===== src/rtl/imem_loader_pkg.sv =====
// Shared types and constants for the boot-time instruction-memory loader.
package imem_loader_pkg;

  localparam int BYTES_PER_WORD = 4;
  localparam int COUNT_BYTES    = 2;
  localparam int WORD_BITS      = BYTES_PER_WORD * 8;

  typedef enum logic [2:0] {
    S_LEN0,
    S_LEN1,
    S_DATA,
    S_CHK,
    S_RUN,
    S_ERR
  } state_t;

endpackage


===== src/rtl/imem_byte_assembler.sv =====
// Packs a little-endian byte stream into 32-bit words and emits a one-cycle
// registered pulse with the finished word after every fourth byte.
module imem_byte_assembler
  import imem_loader_pkg::*;
(
  input  logic                 i_clock,
  input  logic                 i_reset,
  input  logic                 i_clear,
  input  logic                 i_byte_valid,
  input  logic [7:0]           i_byte_data,
  output logic                 o_word_last,
  output logic                 o_word_valid,
  output logic [WORD_BITS-1:0] o_word
);

  logic [1:0]           r_cnt;
  logic [WORD_BITS-1:0] r_shift;
  logic [WORD_BITS-1:0] r_word;
  logic                 r_word_valid;
  logic [WORD_BITS-1:0] w_shift_next;

  // New bytes enter at the top so the first byte ends up in bits [7:0].
  assign w_shift_next = {i_byte_data, r_shift[WORD_BITS-1:8]};
  assign o_word_last  = i_byte_valid && (r_cnt == 2'(BYTES_PER_WORD - 1));
  assign o_word_valid = r_word_valid;
  assign o_word       = r_word;

  always_ff @(posedge i_clock) begin
    if (i_reset) begin
      r_cnt        <= '0;
      r_shift      <= '0;
      r_word       <= '0;
      r_word_valid <= 1'b0;
    end else if (i_clear) begin
      r_cnt        <= '0;
      r_shift      <= '0;
      r_word_valid <= 1'b0;
    end else begin
      r_word_valid <= o_word_last;
      if (i_byte_valid) begin
        r_cnt   <= r_cnt + 2'd1;
        r_shift <= w_shift_next;
        if (o_word_last) begin
          r_word <= w_shift_next;
        end
      end
    end
  end

endmodule


===== src/rtl/imem_loader.sv =====
// Boot loader: length-prefixed byte stream -> instruction-memory writes, core held
// in reset until the image is in. Define IMEM_LOADER_CHECKSUM_EN for a trailing XOR byte.
module imem_loader
  import imem_loader_pkg::*;
#(
  parameter int WIDTH = 32,
  parameter int DEPTH = 512
) (
  input  logic             clock,
  input  logic             reset,
  input  logic             in_valid,
  input  logic [7:0]       in_data,
  output logic             in_ready,
  input  logic             reload,
  output logic             insMemEn,
  output logic [WIDTH-1:0] insMemAddr,
  output logic [WIDTH-1:0] insMemData,
  output logic             cpuReset,
  output logic             done,
  output logic             error
);

`ifdef IMEM_LOADER_CHECKSUM_EN
  localparam state_t S_AFTER_DATA = S_CHK;
  logic [7:0] r_xor;
`else
  localparam state_t S_AFTER_DATA = S_RUN;
`endif

  state_t                   r_state;
  state_t                   w_state_next;
  logic [COUNT_BYTES*8-1:0] r_count;
  logic [COUNT_BYTES*8-1:0] r_index;
  logic [COUNT_BYTES*8-1:0] w_count_full;
  logic [WIDTH-1:0]         r_addr;
  logic                     r_cpu_reset;
  logic                     r_done;
  logic                     r_error;
  logic                     w_take;
  logic                     w_reload;
  logic                     w_word_last;
  logic                     w_word_valid;
  logic [WORD_BITS-1:0]     w_word;
  logic                     w_run_stays;

  assign in_ready     = !reset && (r_state inside {S_LEN0, S_LEN1, S_DATA, S_CHK});
  assign w_take       = in_valid && in_ready;
  assign w_reload     = reload && (r_state == S_RUN || r_state == S_ERR);
  assign w_count_full = {in_data, r_count[7:0]};
  // Running outputs come one cycle after entering S_RUN so the last write lands first.
  assign w_run_stays  = (r_state == S_RUN) && (w_state_next == S_RUN);

  imem_byte_assembler u_asm (
    .i_clock      (clock),
    .i_reset      (reset),
    .i_clear      (w_reload),
    .i_byte_valid (w_take && (r_state == S_DATA)),
    .i_byte_data  (in_data),
    .o_word_last  (w_word_last),
    .o_word_valid (w_word_valid),
    .o_word       (w_word)
  );

  always_comb begin
    w_state_next = r_state;
    unique case (r_state)
      S_LEN0: if (w_take) w_state_next = S_LEN1;
      S_LEN1: begin
        if (w_take) begin
          if (w_count_full > 16'(DEPTH))  w_state_next = S_ERR;
          else if (w_count_full == 16'd0) w_state_next = S_AFTER_DATA;
          else                            w_state_next = S_DATA;
        end
      end
      S_DATA: if (w_word_last && (r_index == r_count - 16'd1)) w_state_next = S_AFTER_DATA;
`ifdef IMEM_LOADER_CHECKSUM_EN
      S_CHK:  if (w_take) w_state_next = (in_data == r_xor) ? S_RUN : S_ERR;
`else
      S_CHK:  w_state_next = S_ERR;
`endif
      S_RUN, S_ERR: if (w_reload) w_state_next = S_LEN0;
      default: w_state_next = S_LEN0;
    endcase
  end

  always_ff @(posedge clock) begin
    if (reset) begin
      r_state     <= S_LEN0;
      r_count     <= '0;
      r_index     <= '0;
      r_addr      <= '0;
      r_cpu_reset <= 1'b1;
      r_done      <= 1'b0;
      r_error     <= 1'b0;
    end else begin
      r_state     <= w_state_next;
      r_done      <= w_run_stays;
      r_cpu_reset <= !w_run_stays;
      r_error     <= (w_state_next == S_ERR);
      if (w_take && r_state == S_LEN0) r_count[7:0] <= in_data;
      if (w_take && r_state == S_LEN1) r_count <= w_count_full;
      if (w_reload) begin
        r_index <= '0;
      end else if (w_word_last) begin
        r_addr  <= WIDTH'(r_index);
        r_index <= r_index + 16'd1;
      end
    end
  end

`ifdef IMEM_LOADER_CHECKSUM_EN
  always_ff @(posedge clock) begin
    if (reset || w_reload) begin
      r_xor <= '0;
    end else if (w_take && r_state != S_CHK) begin
      r_xor <= r_xor ^ in_data;
    end
  end
`endif

  assign insMemEn   = w_word_valid;
  assign insMemAddr = r_addr;
  assign insMemData = WIDTH'(w_word);
  assign cpuReset   = r_cpu_reset;
  assign done       = r_done;
  assign error      = r_error;

endmodule

===== config.mk =====
export PLATFORM = sky130hd
export DESIGN_NAME = imem_loader
export DESIGN_NICKNAME = d
export VERILOG_FILES = /design/src/rtl/imem_loader_pkg.sv /design/src/rtl/imem_byte_assembler.sv /design/src/rtl/imem_loader.sv
export SDC_FILE = /design/constraint.sdc
export NUM_CORES = 1
export LEC_CHECK = 0
export BUFFER_PORTS_ARGS = -buffer_cell sky130_fd_sc_hd__buf_2
export CAP_MARGIN = 30
export CORE_UTILIZATION = 55
export DETAILED_ROUTE_END_ITERATION = 16
export GPL_TIMING_DRIVEN = 0
export PLACE_DENSITY_LB_ADDON = 0.25
export SLEW_MARGIN = 15
export SYNTH_ARGS = -nofsm -noshare
export SYNTH_HDL_FRONTEND = slang
export SYNTH_HIERARCHICAL = 1
export SYNTH_SLANG_ARGS = --single-unit
export TNS_END_PERCENT = 50

===== constraint.sdc =====
create_clock -name clock -period 6.29 [get_ports clock]
set_clock_uncertainty 0.1 [all_clocks]
set_input_delay 1.5725 -clock clock [delete_from_list [all_inputs] [get_ports clock]]
set_output_delay 1.5725 -clock clock [all_outputs]
set_load 0.1 [all_outputs]

==> run_results.csv <==
group,metric,value,unit
sta,hold_violations,0,
global_routing,grt_max_degree,17,
sta,grt_setup_unrepaired,"no",
worst_setup_path,required,6.58,ns
synth,synth.cell_area,0.00533,mm^2
clock_tree,cts.htree.levels,4,
pwr,cellPowerDensity,277,mW/mm^2
clock_tree,cts_hold_buf,0,
synth,ys.flop_type,"dfxtp_1",
final_layout,layout.nets,707,
hold_path,hold_path_class,"flop to flop",
synth,ys_types,56,
clock_tree,cts.clk_slew.worst_paths,0.06,ns
synth,synth_edf_count,0,
synth,synth_top_area_share,42.5,%
drt,met1_length,5.39,mm
floorplanning,dieArea,0.0101,mm^2
sta,setup_viol,0,
global_routing,grt_first_pass_wirelength,19.6,mm
worst_setup_path,end_kind,"flop",
synth,synth_warnings,6,
worst_setup_path,worstRegToRegCells,15,
synth,yosysSeqAreaShare,42.5,%
place,io_buffers,64,
drt,met3WireLength,674,um
final_layout,area_growth_syn_to_layout,20.4,%
clock_tree,cts.sinks,113,
clock_tree,ctsResizeCount,0,
sta,drv_slew,0,
drt,topRoutingLayerUsed,"met4",
drt,antenna_left,0,
global_routing,grt_pass1_vias,4136,
floorplanning,rows,35,
hold_path,hold_depth,2,
final_layout,drive_gt1_share,20.0,%
sta,worst_pin_slew,0.802,ns
global_routing,grt_overflow,0,
clock_tree,clock_path_buffers,2,
sta,fin_hold_ws,0.353,ns
clock_tree,cts_buffers,17,
sta,timing.setup.tns,0,ns
flow_run,max-cap-violations,0,
clock_tree,cts-root-buf,"clkbuf_8",
floorplanning,ios,81,
global_routing,gr-usage-all-layers,25.1,%
drt,routed_via_density,5.30,
clock_tree,postCtsSetupBuffers,0,
final_layout,n_fill_cell,743,
global_routing,grt_antenna_before_repair,0,
worst_setup_path,crit_type,"primary input to flop",
worst_setup_path,r2r_start,"r_state[2]",
sta,fmax,212,MHz
synth,syn_inst,594,
final_layout,final_core_util,68.8,%
synth,synthArstFlopShare,0,%
drt,num_vias,4418,
place,placed_cells,802,
drt,first_pass_iters,5,
hold_path,min_from,"insMemAddr[15]",
worst_setup_path,rrSetupSlack,2.51,ns
sta,post-route-period-util,75.0,%
worst_setup_path,crit_arrival,5.01,ns
worst_setup_path,critPathLaunchType,"primary input",
drt,met2RoutedLength,5.72,mm
place,dpl.hpwl,8.37,mm
sta,fin_ws,1.57,ns
floorplanning,die_height,100,um
pwr,p_leak,2.50,nW
floorplanning,start_util,57.1,%
hold_path,holdPathEnd,"insMemAddr[15]",
drt,drc_errors,0,
worst_setup_path,r2r-end,"r_index[11]",
place,place_ws,1.14,ns
final_layout,antenna_cells,0,
worst_setup_path,crit_fanout,10,
place,globalplace.congestion,0.956,
synth,postSynthRegisterBits,113,
drt,wl,12.0,mm
sta,slew_headroom,46.2,%
clock_tree,insertion_delay,0.52,ns
drt,avgRoutedWirePerCell,14.3,um
floorplanning,core,0.00933,mm^2
drt,drt_iter0_drc,261,
final_layout,instances_no_fill,834,
sta,fin_crit,4.72,ns
status,status,"complete, no violations",
synth,synth_area_per_cell,8.97,um^2
synth,yosys-top-cells-area,"dfxtp_1 42%, mux2i_1 13%, nand2b_1 7.6%",
pwr,vdd_drop_max,152,uV
clock_tree,cts_tree,"yes",
floorplanning,fp.dieW,100,um
synth,synth_area_leader_cell,"dfxtp_1",
routing by layer:
layer	global-route usage (%)	up-vias
li1	-	2168
met1	31.9	2067
met2	40.8	163
met3	6.69	20
met4	9.70	0
met5	0	-
placed cells by master, fill, tap and decap left out, types with 3 or more instances in the layout:
| cell type | count |
|---|---|
| or3_1 | 8 |
| clkbuf_16 | 16 |
| nand2_1 | 53 |
| nor2_1 | 64 |
| buf_2 | 72 |
| a21oi_1 | 31 |
| inv_1 | 7 |
| dfxtp_1 | 113 |
| inv_8 | 4 |
| inv_6 | 7 |
| xor2_1 | 13 |
| a31oi_1 | 5 |
| conb_1 | 16 |
| ha_1 | 3 |
| buf_6 | 7 |
| nand2b_1 | 65 |
| mux2i_1 | 67 |
| clkbuf_1 | 27 |
| xnor2_1 | 17 |
| nand3b_1 | 3 |
| and3_1 | 4 |
| nand3_1 | 15 |
| nor3_1 | 6 |
| nand4_1 | 5 |
| buf_4 | 16 |
| clkinvlp_4 | 4 |
| o21ai_0 | 8 |
| nor2b_1 | 6 |
power breakdown:
| group | internal (mW) | total, mW | switching [mW] | leakage (nW) |
|---|---|---|---|---|
| Clock | 0.502 | 0.885 | 0.383 | 0.261 |
| Sequential | 0.720 | 0.725 | 0.00444 | 0.911 |
| Combinational | 0.0532 | 0.168 | 0.115 | 1.33 |
cell type report:
type | count | area [um^2] | area share, %
Buffer | 58 | 340 | 5.31
Clock buffer | 17 | 414 | 6.46
Clock inverter | 15 | 136 | 2.13
Inverter | 7 | 26.3 | 0.410
Multi-Input combinational cell | 431 | 2750 | 42.9
Sequential cell | 113 | 2260 | 35.3
Tap cell | 129 | 161 | 2.52
Timing Repair Buffer | 64 | 320 | 4.99
worst max-delay path by stage:
stage | start | endpoint | cells after the start
final | reset | r_index[11] | 16
after global routing | reset | r_index[12] | 15
after CTS | reset | r_index[12] | 15
after detailed placement | reset | r_index[15] | 16
after global placement | reset | r_index[15] | 16
after floorplan | reset | r_index[15] | 15
cells by family after synthesis:
family                   share of synthesized area [%]
AND/OR/NAND/NOR                                   24.9
flip-flops                                        42.5
multiplexers                                      12.6
buffers and inverters                             6.88
AO/OA/AOI/OAI                                     7.45
XOR/XNOR                                          4.93
adder cells (fa/ha/maj)                          0.705
other                                           0.0704
cells in the mapped netlist, drive strengths merged (3+ instances only):
library cell	instances
inv	7
nor2b	6
a21oi	31
or3	10
nand2b	65
o21ai	8
nand3b	3
ha	3
clkbuf	27
nor3	7
mux2i	67
and3	4
a31oi	5
nor4	3
nand3	15
nand2	53
xor2	13
nand4	5
xnor2	17
or3b	3
buf	31
or4	4
dfxtp	113
nor2	64
state kept, by name, indices dropped and copies added (netlist names):
register / cells
error: 1
r_count: 16
u_asm/o_word_valid: 1
u_asm/r_cnt: 2
u_asm/r_shift: 24
cpuReset: 1
r_index: 16
r_state: 3
done: 1
insMemAddr: 16
u_asm/o_word: 32
through the flow:
step	area, um^2	power (mW)
floorplan	5380	0.874
CTS	6410	1.79
detailed placement	5860	0.904
finish	6410	1.78
global route	6410	1.84
global placement	5860	0.899
critical path, stage by stage:
cell and delay [ns]:
buf_2 0.13, clkbuf_1 0.22, nor2_1 0.27, nand3b_1 0.17, nor3b_1 0.32, buf_6 0.22
buf_2 0.30, nand2_1 0.14, inv_1 0.07, clkbuf_1 0.35, nand4_1 0.24, nor3_1 0.42
and2_1 0.26, nand2_1 0.10, xor2_1 0.17, nor2_1 0.05
No activity file was read; power rests on OpenSTA's default activity.
